**src/rtl/mem_port_arbiter_pkg.sv**
```systemverilog
// Shared types and constants for the memory port arbiter.
//   arb_state_e : arbiter FSM states (IDLE -> REQ -> WAIT -> RESP)
//   arb_owner_e : which requester owns the current transaction
//   ZERO_WORD / BE_ALL : constant fields used for IF reads and store acks
package mem_port_arbiter_pkg;

    localparam int unsigned ARB_ADDR_W       = 64;
    localparam int unsigned ARB_DATA_W       = 64;
    localparam int unsigned ARB_BE_W         = 8;
    localparam int unsigned ARB_MAX_D_CONSEC = 4;

    typedef enum logic [1:0] {
        ARB_IDLE = 2'd0,
        ARB_REQ  = 2'd1,
        ARB_WAIT = 2'd2,
        ARB_RESP = 2'd3
    } arb_state_e;

    typedef enum logic {
        OWNER_IF = 1'b0,
        OWNER_D  = 1'b1
    } arb_owner_e;

    localparam logic [ARB_DATA_W-1:0] ZERO_WORD = '0;
    localparam logic [ARB_BE_W-1:0]   BE_ALL    = '1;

endpackage

```
**src/rtl/mem_port_arbiter_if.sv**
```systemverilog
// Bus bundle around the arbiter: IF fetch port, MEM load/store port and the
// single downstream memory port.
//   slave  : arbiter side (takes IF/MEM requests and memory responses)
//   master : environment side (fetch/mem stages and memory bridge)
interface mem_port_arbiter_if
    import mem_port_arbiter_pkg::*;
#(
    parameter int unsigned ADDR_W = ARB_ADDR_W
) ();

    // instruction fetch port
    logic                  if_req;
    logic [ADDR_W-1:0]     if_addr;
    logic                  if_kill;
    logic                  if_rsp_valid;
    logic [ARB_DATA_W-1:0] if_rsp_rdata;

    // MEM stage port
    logic                  d_req;
    logic                  d_we;
    logic [ADDR_W-1:0]     d_addr;
    logic [ARB_DATA_W-1:0] d_wdata;
    logic [ARB_BE_W-1:0]   d_be;
    logic                  d_rsp_valid;
    logic [ARB_DATA_W-1:0] d_rsp_rdata;

    // downstream memory port
    logic                  m_req_valid;
    logic                  m_req_ready;
    logic                  m_req_we;
    logic [ADDR_W-1:0]     m_req_addr;
    logic [ARB_DATA_W-1:0] m_req_wdata;
    logic [ARB_BE_W-1:0]   m_req_be;
    logic                  m_rsp_valid;
    logic [ARB_DATA_W-1:0] m_rsp_rdata;

    modport slave (
        input  if_req, if_addr, if_kill,
        input  d_req, d_we, d_addr, d_wdata, d_be,
        input  m_req_ready, m_rsp_valid, m_rsp_rdata,
        output if_rsp_valid, if_rsp_rdata, d_rsp_valid, d_rsp_rdata,
        output m_req_valid, m_req_we, m_req_addr, m_req_wdata, m_req_be
    );

    modport master (
        output if_req, if_addr, if_kill,
        output d_req, d_we, d_addr, d_wdata, d_be,
        output m_req_ready, m_rsp_valid, m_rsp_rdata,
        input  if_rsp_valid, if_rsp_rdata, d_rsp_valid, d_rsp_rdata,
        input  m_req_valid, m_req_we, m_req_addr, m_req_wdata, m_req_be
    );

endinterface

```
**src/rtl/mem_port_arbiter.sv**
```systemverilog
// Shares one 64-bit memory port between instruction fetch (read-only) and the
// MEM stage (load/store). One transaction outstanding at a time. MEM has
// priority, but after MAX_D_CONSEC back-to-back MEM grants while IF waits the
// next grant goes to IF.
// Ports:
//   clk  : clock
//   rst  : synchronous active-high reset
//   bus  : mem_port_arbiter_if.slave (IF port, MEM port, downstream port)
module mem_port_arbiter
    import mem_port_arbiter_pkg::*;
#(
    parameter int unsigned MAX_D_CONSEC = ARB_MAX_D_CONSEC,
    parameter int unsigned ADDR_W       = ARB_ADDR_W
) (
    input  logic              clk,
    input  logic              rst,
    mem_port_arbiter_if.slave bus
);

    localparam int unsigned CNT_W = $clog2(MAX_D_CONSEC + 1);
    localparam logic [CNT_W-1:0] CNT_MAX = CNT_W'(MAX_D_CONSEC);

    arb_state_e            state_q;
    arb_owner_e            owner_q;
    logic                  kill_q;
    logic [CNT_W-1:0]      cnt_q;
    logic                  m_valid_q;
    logic                  m_we_q;
    logic [ADDR_W-1:0]     m_addr_q;
    logic [ARB_DATA_W-1:0] m_wdata_q;
    logic [ARB_BE_W-1:0]   m_be_q;
    logic                  if_rsp_valid_q;
    logic [ARB_DATA_W-1:0] if_rdata_q;
    logic                  d_rsp_valid_q;
    logic [ARB_DATA_W-1:0] d_rdata_q;

    logic cnt_sat_c;
    logic grant_d_c;
    logic kill_hit_c;

    // MEM wins unless IF has been passed over MAX_D_CONSEC times in a row
    assign cnt_sat_c  = (cnt_q == CNT_MAX);
    assign grant_d_c  = bus.d_req && !(bus.if_req && cnt_sat_c);
    assign kill_hit_c = bus.if_kill && (owner_q == OWNER_IF);

    always_ff @(posedge clk) begin
        if (rst) begin
            state_q        <= ARB_IDLE;
            owner_q        <= OWNER_IF;
            kill_q         <= 1'b0;
            cnt_q          <= '0;
            m_valid_q      <= 1'b0;
            m_we_q         <= 1'b0;
            m_addr_q       <= '0;
            m_wdata_q      <= '0;
            m_be_q         <= '0;
            if_rsp_valid_q <= 1'b0;
            if_rdata_q     <= '0;
            d_rsp_valid_q  <= 1'b0;
            d_rdata_q      <= '0;
        end else begin
            // response strobes are single-cycle pulses
            if_rsp_valid_q <= 1'b0;
            d_rsp_valid_q  <= 1'b0;

            case (state_q)
                ARB_IDLE: begin
                    if (!bus.if_req) begin
                        cnt_q <= '0;
                    end
                    if (grant_d_c) begin
                        owner_q   <= OWNER_D;
                        m_we_q    <= bus.d_we;
                        m_addr_q  <= bus.d_addr;
                        m_wdata_q <= bus.d_wdata;
                        m_be_q    <= bus.d_be;
                        m_valid_q <= 1'b1;
                        state_q   <= ARB_REQ;
                        if (bus.if_req && !cnt_sat_c) begin
                            cnt_q <= cnt_q + CNT_W'(1);
                        end
                    end else if (bus.if_req) begin
                        owner_q   <= OWNER_IF;
                        m_we_q    <= 1'b0;
                        m_addr_q  <= bus.if_addr;
                        m_wdata_q <= ZERO_WORD;
                        m_be_q    <= BE_ALL;
                        m_valid_q <= 1'b1;
                        cnt_q     <= '0;
                        state_q   <= ARB_REQ;
                    end
                end

                ARB_REQ: begin
                    // request stays posted even if IF is killed
                    if (kill_hit_c) begin
                        kill_q <= 1'b1;
                    end
                    if (bus.m_req_ready) begin
                        m_valid_q <= 1'b0;
                        state_q   <= ARB_WAIT;
                    end
                end

                ARB_WAIT: begin
                    if (kill_hit_c) begin
                        kill_q <= 1'b1;
                    end
                    if (bus.m_rsp_valid) begin
                        state_q <= ARB_RESP;
                        if (owner_q == OWNER_D) begin
                            d_rsp_valid_q <= 1'b1;
                            d_rdata_q     <= m_we_q ? ZERO_WORD : bus.m_rsp_rdata;
                        end else if (!(kill_q || bus.if_kill)) begin
                            if_rsp_valid_q <= 1'b1;
                            if_rdata_q     <= bus.m_rsp_rdata;
                        end
                    end
                end

                ARB_RESP: begin
                    kill_q  <= 1'b0;
                    state_q <= ARB_IDLE;
                end

                default: begin
                    state_q <= ARB_IDLE;
                end
            endcase
        end
    end

    assign bus.m_req_valid  = m_valid_q;
    assign bus.m_req_we     = m_we_q;
    assign bus.m_req_addr   = m_addr_q;
    assign bus.m_req_wdata  = m_wdata_q;
    assign bus.m_req_be     = m_be_q;
    assign bus.if_rsp_valid = if_rsp_valid_q;
    assign bus.if_rsp_rdata = if_rdata_q;
    assign bus.d_rsp_valid  = d_rsp_valid_q;
    assign bus.d_rsp_rdata  = d_rdata_q;

endmodule
```
**src/flat_wrapper.sv**
```systemverilog
// flat-port wrapper written by rule: the top's interface ports become plain ports
module mem_port_arbiter_flat import mem_port_arbiter_pkg::*;
#(
    parameter int unsigned MAX_D_CONSEC = ARB_MAX_D_CONSEC,
    parameter int unsigned ADDR_W       = ARB_ADDR_W
)
  (clk, rst, bus_if_req, bus_if_addr, bus_if_kill, bus_d_req, bus_d_we, bus_d_addr, bus_d_wdata, bus_d_be, bus_m_req_ready, bus_m_rsp_valid, bus_m_rsp_rdata, bus_if_rsp_valid, bus_if_rsp_rdata, bus_d_rsp_valid, bus_d_rsp_rdata, bus_m_req_valid, bus_m_req_we, bus_m_req_addr, bus_m_req_wdata, bus_m_req_be);
  mem_port_arbiter_if #(.ADDR_W(ADDR_W)) bus_i ();
  input  logic clk;
  input  logic rst;
  input wire logic [$bits(bus_i.if_req)-1:0] bus_if_req;
  input wire logic [$bits(bus_i.if_addr)-1:0] bus_if_addr;
  input wire logic [$bits(bus_i.if_kill)-1:0] bus_if_kill;
  input wire logic [$bits(bus_i.d_req)-1:0] bus_d_req;
  input wire logic [$bits(bus_i.d_we)-1:0] bus_d_we;
  input wire logic [$bits(bus_i.d_addr)-1:0] bus_d_addr;
  input wire logic [$bits(bus_i.d_wdata)-1:0] bus_d_wdata;
  input wire logic [$bits(bus_i.d_be)-1:0] bus_d_be;
  input wire logic [$bits(bus_i.m_req_ready)-1:0] bus_m_req_ready;
  input wire logic [$bits(bus_i.m_rsp_valid)-1:0] bus_m_rsp_valid;
  input wire logic [$bits(bus_i.m_rsp_rdata)-1:0] bus_m_rsp_rdata;
  output wire logic [$bits(bus_i.if_rsp_valid)-1:0] bus_if_rsp_valid;
  output wire logic [$bits(bus_i.if_rsp_rdata)-1:0] bus_if_rsp_rdata;
  output wire logic [$bits(bus_i.d_rsp_valid)-1:0] bus_d_rsp_valid;
  output wire logic [$bits(bus_i.d_rsp_rdata)-1:0] bus_d_rsp_rdata;
  output wire logic [$bits(bus_i.m_req_valid)-1:0] bus_m_req_valid;
  output wire logic [$bits(bus_i.m_req_we)-1:0] bus_m_req_we;
  output wire logic [$bits(bus_i.m_req_addr)-1:0] bus_m_req_addr;
  output wire logic [$bits(bus_i.m_req_wdata)-1:0] bus_m_req_wdata;
  output wire logic [$bits(bus_i.m_req_be)-1:0] bus_m_req_be;
  assign bus_i.if_req = bus_if_req;
  assign bus_i.if_addr = bus_if_addr;
  assign bus_i.if_kill = bus_if_kill;
  assign bus_i.d_req = bus_d_req;
  assign bus_i.d_we = bus_d_we;
  assign bus_i.d_addr = bus_d_addr;
  assign bus_i.d_wdata = bus_d_wdata;
  assign bus_i.d_be = bus_d_be;
  assign bus_i.m_req_ready = bus_m_req_ready;
  assign bus_i.m_rsp_valid = bus_m_rsp_valid;
  assign bus_i.m_rsp_rdata = bus_m_rsp_rdata;
  assign bus_if_rsp_valid = bus_i.if_rsp_valid;
  assign bus_if_rsp_rdata = bus_i.if_rsp_rdata;
  assign bus_d_rsp_valid = bus_i.d_rsp_valid;
  assign bus_d_rsp_rdata = bus_i.d_rsp_rdata;
  assign bus_m_req_valid = bus_i.m_req_valid;
  assign bus_m_req_we = bus_i.m_req_we;
  assign bus_m_req_addr = bus_i.m_req_addr;
  assign bus_m_req_wdata = bus_i.m_req_wdata;
  assign bus_m_req_be = bus_i.m_req_be;
  mem_port_arbiter #(.MAX_D_CONSEC(MAX_D_CONSEC), .ADDR_W(ADDR_W)) u_core (.clk(clk), .rst(rst), .bus(bus_i));
endmodule
```
**config.mk**
```make
export PLATFORM = sky130hd
export DESIGN_NAME = mem_port_arbiter_flat
export DESIGN_NICKNAME = d
export VERILOG_FILES = /design/src/rtl/mem_port_arbiter_pkg.sv /design/src/rtl/mem_port_arbiter_if.sv /design/src/rtl/mem_port_arbiter.sv /design/src/flat_wrapper.sv
export SDC_FILE = /design/constraint.sdc
export NUM_CORES = 1
export LEC_CHECK = 0
export BUFFER_PORTS_ARGS = -buffer_cell sky130_fd_sc_hd__buf_2
export CORE_AREA = 2 2 208 210
export DETAILED_ROUTE_END_ITERATION = 10
export DIE_AREA = 0 0 210 212
export PLACE_DENSITY = 0.55
export SYNTH_ARGS = -nofsm -noshare
export SYNTH_HDL_FRONTEND = slang
export SYNTH_SLANG_ARGS = --single-unit
```
**constraint.sdc**
```tcl
create_clock -name clk -period 2.1 [get_ports clk]
set_clock_uncertainty 0.2 [all_clocks]
set_input_delay 0.42 -clock clk [delete_from_list [all_inputs] [get_ports clk]]
set_output_delay 0.42 -clock clk [all_outputs]
set_load 0.05 [all_outputs]
```
# ---- Word-level counts from Yosys, hierarchy flattened
# Cells that the tools add are included.
dict set report op_classes {
  addsub 1
  mux 27
  n_bitwise 4
  n_reduce_logical 20
  eq_ne 8
}
# cell n
set op_table {}
lappend op_table {{64-bit two-way mux} 5}
lappend op_table {{8-bit two-way mux} 2}
lappend op_table {{3-bit two-way mux} 4}
lappend op_table {{1-bit two-way mux} 9}
lappend op_table {{3-bit AND reduction} 3}
lappend op_table {{2-bit two-way mux} 4}
lappend op_table {{2-bit one-hot mux with 4 select lines} 1}
lappend op_table {{2-bit nonzero test} 3}
lappend op_table {{2-bit equality test (second input constant)} 2}
lappend op_table {{1-bit logical AND} 4}
lappend op_table {{2-bit != test (second input constant)} 2}
lappend op_table {{1-bit NOT} 4}
lappend op_table {{1-bit one-hot mux with 2 select lines} 2}
lappend op_table {{2-bit AND reduction} 2}
lappend op_table {{4-bit AND reduction} 1}
lappend op_table {{4-bit OR reduction} 1}
lappend op_table {{3-bit by 1-bit adder with 3-bit output (second input constant)} 1}
lappend op_table {{3-bit equality test (second input constant)} 1}
lappend op_table {{3-bit by 2-bit != test with 1-bit output (second input constant)} 1}
lappend op_table {{3-bit OR reduction} 1}
lappend op_table {{2-bit by 1-bit equality test with 1-bit output (second input constant)} 1}
lappend op_table {{1-bit zero test} 2}
lappend op_table {{2-bit zero test} 1}
lappend op_table {{2-bit by 1-bit != test with 1-bit output (second input constant)} 1}
lappend op_table {{2 further kinds} 2}
dict set report totals {
  input_bits 272
  register_bits 275
  out_inout_bits 268
  elab_cells 73
}

# ---- Depth between registers and ports, before layout
dict set report depth {
  ltp_word 6
  ltp_mapped 8
  depth_no_buf 5
}

# ---- Least setup slack after synthesis
# Ideal clock, no wire load.
dict set report synth_timing {
  kind {flip-flop to flip-flop}
  start {reg u_core.state_q[0]}
  end {reg u_core.d_rdata_q[53] (netlist: u_core.bus.d_rsp_rdata[53])}
  period_less_slack_ns 1.749
  path_stages_with_launch 6
  t_required_ns 1.840
  setup_slack_ns 0.351
  arrival_time_ns 1.489
  setup_time_ns 0.060
  path_buffers 1
  cell_sequence {dfxtp_1 -> inv_1 -> ha_1 -> a31oi_2 -> clkbuf_1 -> a22o_1}
}
dict set report synth_between {
  elab_chain_len 2
}
# item line
set synth_lines {}
lappend synth_lines {{from (decl)} mem_port_arbiter.sv:23} ;# arb_state_e state_q;
lappend synth_lines {{from (signal assigned)} mem_port_arbiter.sv:48} ;# state_q <= ARB_IDLE;
lappend synth_lines {{from (signal assigned)} mem_port_arbiter.sv:78} ;# state_q <= ARB_REQ;
lappend synth_lines {{from (signal assigned)} mem_port_arbiter.sv:90} ;# state_q <= ARB_REQ;
lappend synth_lines {{2-bit equality test} mem_port_arbiter.sv:66} ;# case (state_q)
lappend synth_lines {{3-bit AND reduction (no source line)} --}
lappend synth_lines {{to (signal assigned)} mem_port_arbiter.sv:113} ;# d_rdata_q <= m_we_q ? ZERO_WORD : bus.m_rsp_rdata;
lappend synth_lines {{to (decl)} mem_port_arbiter.sv:35} ;# logic [ARB_DATA_W-1:0] d_rdata_q;
# Every way passes these cells.
# A chain may end at the register's enable or synchronous reset.

# ---- Worst setup path after layout
dict set report layout_timing {
  start {reg u_core.cnt_q[0]}
  end {reg u_core.m_addr_q[33] (netlist: u_core.bus.m_req_addr[33])}
}
dict set report layout_between {
  elab_chain_len 6
  elab_cells_between_ends 7
  cone_classes {1 x eq/ne; 1 x mux; 5 x reduce/logical}
}
# item line
set layout_lines {}
lappend layout_lines {{from (decl)} mem_port_arbiter.sv:26} ;# logic [CNT_W-1:0] cnt_q;
lappend layout_lines {{from (signal assigned)} mem_port_arbiter.sv:80} ;# cnt_q <= cnt_q + CNT_W'(1);
lappend layout_lines {{3-bit equality test (*)} mem_port_arbiter.sv:42} ;# assign cnt_sat_c = (cnt_q == CNT_MAX);
lappend layout_lines {{1-bit logical AND (*)} mem_port_arbiter.sv:43} ;# assign grant_d_c = bus.d_req && !(bus.if_req && cnt_sat_c);
lappend layout_lines {{1-bit zero test (*)} mem_port_arbiter.sv:43}
lappend layout_lines {{1-bit logical AND (*)} mem_port_arbiter.sv:43}
lappend layout_lines {{2-bit nonzero test (no source line)} --}
lappend layout_lines {{2-bit AND reduction (no source line)} --}
lappend layout_lines {{to (signal assigned)} mem_port_arbiter.sv:74} ;# m_addr_q <= bus.d_addr;
lappend layout_lines {{to (signal assigned)} mem_port_arbiter.sv:85} ;# m_addr_q <= bus.if_addr;
lappend layout_lines {{to (decl)} mem_port_arbiter.sv:29} ;# logic [ADDR_W-1:0] m_addr_q;
# Every way passes the cells marked *; elsewhere a longest branch is shown, timed or not.

==> metrics.md <==
| Metric | Value |
|---|---|
| CP endpoint kind | flop |
| Register area share after synthesis | 0.526 |
| Die width | 210 microns |
| Die area | 44500 sq um |
| Wire per inst | 18.2 microns |
| Detailed Route WL | 43.9 mm |
| Detailed Routing Iterations Pass 1 | 5 |
| Nets | 2114 |
| Syn Inst Count | 1111 |
| Area grow syn2layout | 66.2% |
| # Max-Cap Violations | 0 |
| Clock Path Buffers | 3 |
| TritonCTS clock tree | built |
| Area occupied by registers | 5510 sq um |
| Worst EP arrival | 2.18 ns |
| Worst path max stage delay | 0.37 ns |
| Power Density | 1170 nW/um^2 |
| Slew margin rel. | 0.509 |
| Startpoint Class | flop |
| Initial antenna violation count | 4 |
| Post-CTS setup buffers | 0 |
| Dpl hpwl | 26.8 mm |
| Largest net degree at the start of global routing | 132 |
| Crit path kind | reg -> reg |
| Syn nets | 1389 |
| Yosys warning count | 0 |
| Worst-path clk slew | 0.06 ns |
| Die span in y | 212 microns |
| # resized after CTS | 0 |
| Crit path max fanout | 19 |
| Fin area | 17400 sq um |
| Final setup viols | 0 |
| Vias | 12132 |
| Worst Hold Class | in -> reg |
| Hold path start | bus_if_addr[54] |
| Initial core utilization | 0.246 |
| Final Hold Viols | 0 |
| Core Box Area | 42500 sq um |
| Reg-to-Reg Start | u_core.cnt_q[0]$_SDFFE_PP0P_ |
| First-pass GRT wire length | 65.5 mm |
| Slowest library cell on the worst path | and3_2 |
| Hold_buf cts | 256 |
| GRT Util Overall | 0.184 |
| Synth cell types | 40 |
| Vias/cell | 5.04 |
| Detailed Route Iter0 Violations | 977 |
| Max VDD drop | 630 uV |
| Period minus WS final | 1.98 ns |
| Worst-Margin Slew | 0.737 ns |
| Outcome | finished clean |
| # DRC | 0 |
| Syn avg cell area | 9.42 sq um |
| Final setup TNS | 0 ns |
| ANT nets after route | 0 |
| Fill cell count | 4058 |
| Placed inst area | 13600 sq um |
| Synthesized area | 10500 sq um |
| LEAKAGE | 7.66 nW |
| Num CTS Buffers | 34 |
| WP data required | 2.30 ns |
| Global placer's final weighted congestion | 0.782 |
| Critical path origin | u_core.cnt_q[0]$_SDFFE_PP0P_ |
| H-tree depth | 2 |
| Crit path buf inv count | 2 |
| Floorplan row count | 76 |
| Max-slew violations | 0 |
| Layout Utilization | 0.409 |
| Ports | 540 |
| Clk_lat worst skew | 0.53 ns |
| Grt ovf | 0 |
| Fin crit share | 0.945 |
| Post-place setup slack | 0.156 ns |
| Setup WS post-layout | 0.116 ns |
| Vias in the first global route | 11786 |
| Crit path cell chain | inv_1 > ha_1 > and3_2 > buf_12 > o21ai_0 > a21oi_1 |
| Peak Freq | 504 MHz |
| Share of cells above drive strength 1 | 0.343 |
| Post-synthesis register bit count | 275 |
| RSZ-0062 raised after global routing | false |
| Delay-heaviest family, CP | compound AO/OA/AOI/OAI gates |
| Number of clock sinks | 275 |
| Multi-input gate area | 4350 sq um |
| Clk root buf | clkbuf_16 |
| Port-buffer cells | 539 |
per-layer routing:
layer	track usage	part of all wire	up-vias
met1	0.224	0.40	5723
met3	0.0518	0.083	118
met4	0.0805	0.040	2
li1	-	-	5611
met5	0	0.00020	-
met2	0.302	0.48	678
report_power, final:
| group | switching, mW | total (mW) | internal, mW | leakage (nW) |
|---|---|---|---|---|
| sequential | 0.479 | 6.56 | 6.09 | 2.24 |
| clock | 2.34 | 6.20 | 3.85 | 0.593 |
| combinational | 5.50 | 7.66 | 2.16 | 4.82 |
| total | 8.32 | 20.4 | 12.1 | 7.66 |
placed cells by master, fill, tap and decap left out, types with 2 or more instances in the layout:
cell type	synthesis	routed
a21oi_1	135	135
a22o_1	64	64
a31oi_1	64	64
a32oi_1	65	65
buf_12	0	15
buf_2	49	538
buf_4	2	10
bufinv_16	0	3
clkbuf_1	66	4
clkbuf_16	0	37
clkbuf_8	0	8
clkinv_1	1	2
clkinv_2	0	5
clkinv_4	0	2
dfxtp_1	275	275
diode_2	0	3
dlygate4sd3_1	0	256
ha_1	6	6
inv_1	6	5
nand2_1	6	6
nand2b_1	3	3
nand3b_1	65	65
nand4_1	2	2
nor2_1	67	67
o21ai_0	193	193
o221a_2	8	8
cells by family after synthesis:
| logic type | count (synthesis) | share of synthesized area |
|---|---|---|
| adders and majority gates | 6 | 0.00717 |
| AOI/OAI and AO/OA | 536 | 0.318 |
| buffers and inverters | 137 | 0.0620 |
| DFF | 275 | 0.526 |
| and+or+nand+nor | 156 | 0.0863 |
| muxes | 1 | 0.000956 |
flip-flops by register name, summed over array words and instances, names as in the netlist, 2 cells and up:
signal and flops:
u_core.bus.d_rsp_rdata 64, u_core.cnt_q 3, u_core.bus.if_rsp_rdata 64, u_core.state_q 2, u_core.bus.m_req_be 8, u_core.bus.m_req_addr 64, u_core.bus.m_req_wdata 64
per-stage QoR:
step | cells | power [mW] | hold slack, ns
after floorplan | 1111 | 11.8 | 0.257
after global placement | 2090 | 13.7 | 0.256
after detailed placement | 2090 | 13.8 | 0.259
after CTS | 2406 | 20.5 | 0.00101
after global routing | 2409 | 21.3 | 0.0145
final | 2409 | 20.4 | 0.0134
path summary, 6_finish.rpt:
path | slack (ns) | to | cells after the start
worst min-delay path | 0.01 | u_core.bus.m_req_addr[54]$_SDFFE_PP0P_ | 3
worst min register to register | 0.27 | u_core.bus.if_rsp_rdata[40]$_SDFFE_PP0P_ | 2
worst max register to register | 0.12 | u_core.bus.m_req_addr[33]$_SDFFE_PP0P_ | 6
worst max-delay path | 0.12 | u_core.bus.m_req_addr[33]$_SDFFE_PP0P_ | 6
cell usage after synthesis:
cell type | number | area share
dfxtp_1 | 275 | 0.53
o21ai_0 | 193 | 0.092
a21oi_1 | 135 | 0.065
nor2_1 | 67 | 0.024
clkbuf_1 | 66 | 0.024
a32oi_1 | 65 | 0.054
nand3b_1 | 65 | 0.047
a22o_1 | 64 | 0.054
a31oi_1 | 64 | 0.038
buf_2 | 49 | 0.023
buf_6 | 8 | 0.0086
o221a_2 | 8 | 0.0086
ha_1 | 6 | 0.0072
inv_1 | 6 | 0.0022
nand2_1 | 6 | 0.0022
clkbuf_2 | 5 | 0.0024
nand2b_1 | 3 | 0.0018
buf_4 | 2 | 0.0014
nand4_1 | 2 | 0.0012
o21a_1 | 2 | 0.0014
a311oi_1 | 1 | 0.00084
a31oi_2 | 1 | 0.0012
and2_1 | 1 | 0.00060
and3_1 | 1 | 0.00060
and4bb_2 | 1 | 0.0012
clkinv_1 | 1 | 0.00036
mux2i_1 | 1 | 0.00096
nand2_2 | 1 | 0.00060
nand3_1 | 1 | 0.00048
nand3_2 | 1 | 0.00096
nand4b_1 | 1 | 0.00084
nand4bb_1 | 1 | 0.0011
nor2b_1 | 1 | 0.00060
nor3_1 | 1 | 0.00048
nor3_4 | 1 | 0.0016
nor4bb_1 | 1 | 0.00096
o211ai_1 | 1 | 0.00072
o21ai_2 | 1 | 0.00084
o311a_1 | 1 | 0.00096
or3_1 | 1 | 0.00060
layout make-up:
class	count	share of cell area
inverters	7	0.00151
flip-flops and latches	275	0.316
repair buffers	819	0.324
well taps	546	0.0393
clock inverters	11	0.00813
diodes	3	0.000432
clock buffers	49	0.0604
multi-input cells	699	0.250
worst register-to-register path: cells and delay by family, from the launching register on:
| family | cells | cell delay [ns] |
|---|---|---|
| simple gates | 1 | 0.37 |
| flops | 1 | 0.35 |
| buf+inv | 2 | 0.29 |
| compound gates | 2 | 0.39 |
| fa+ha+maj | 1 | 0.26 |
(Power assumes the default switching activity.)
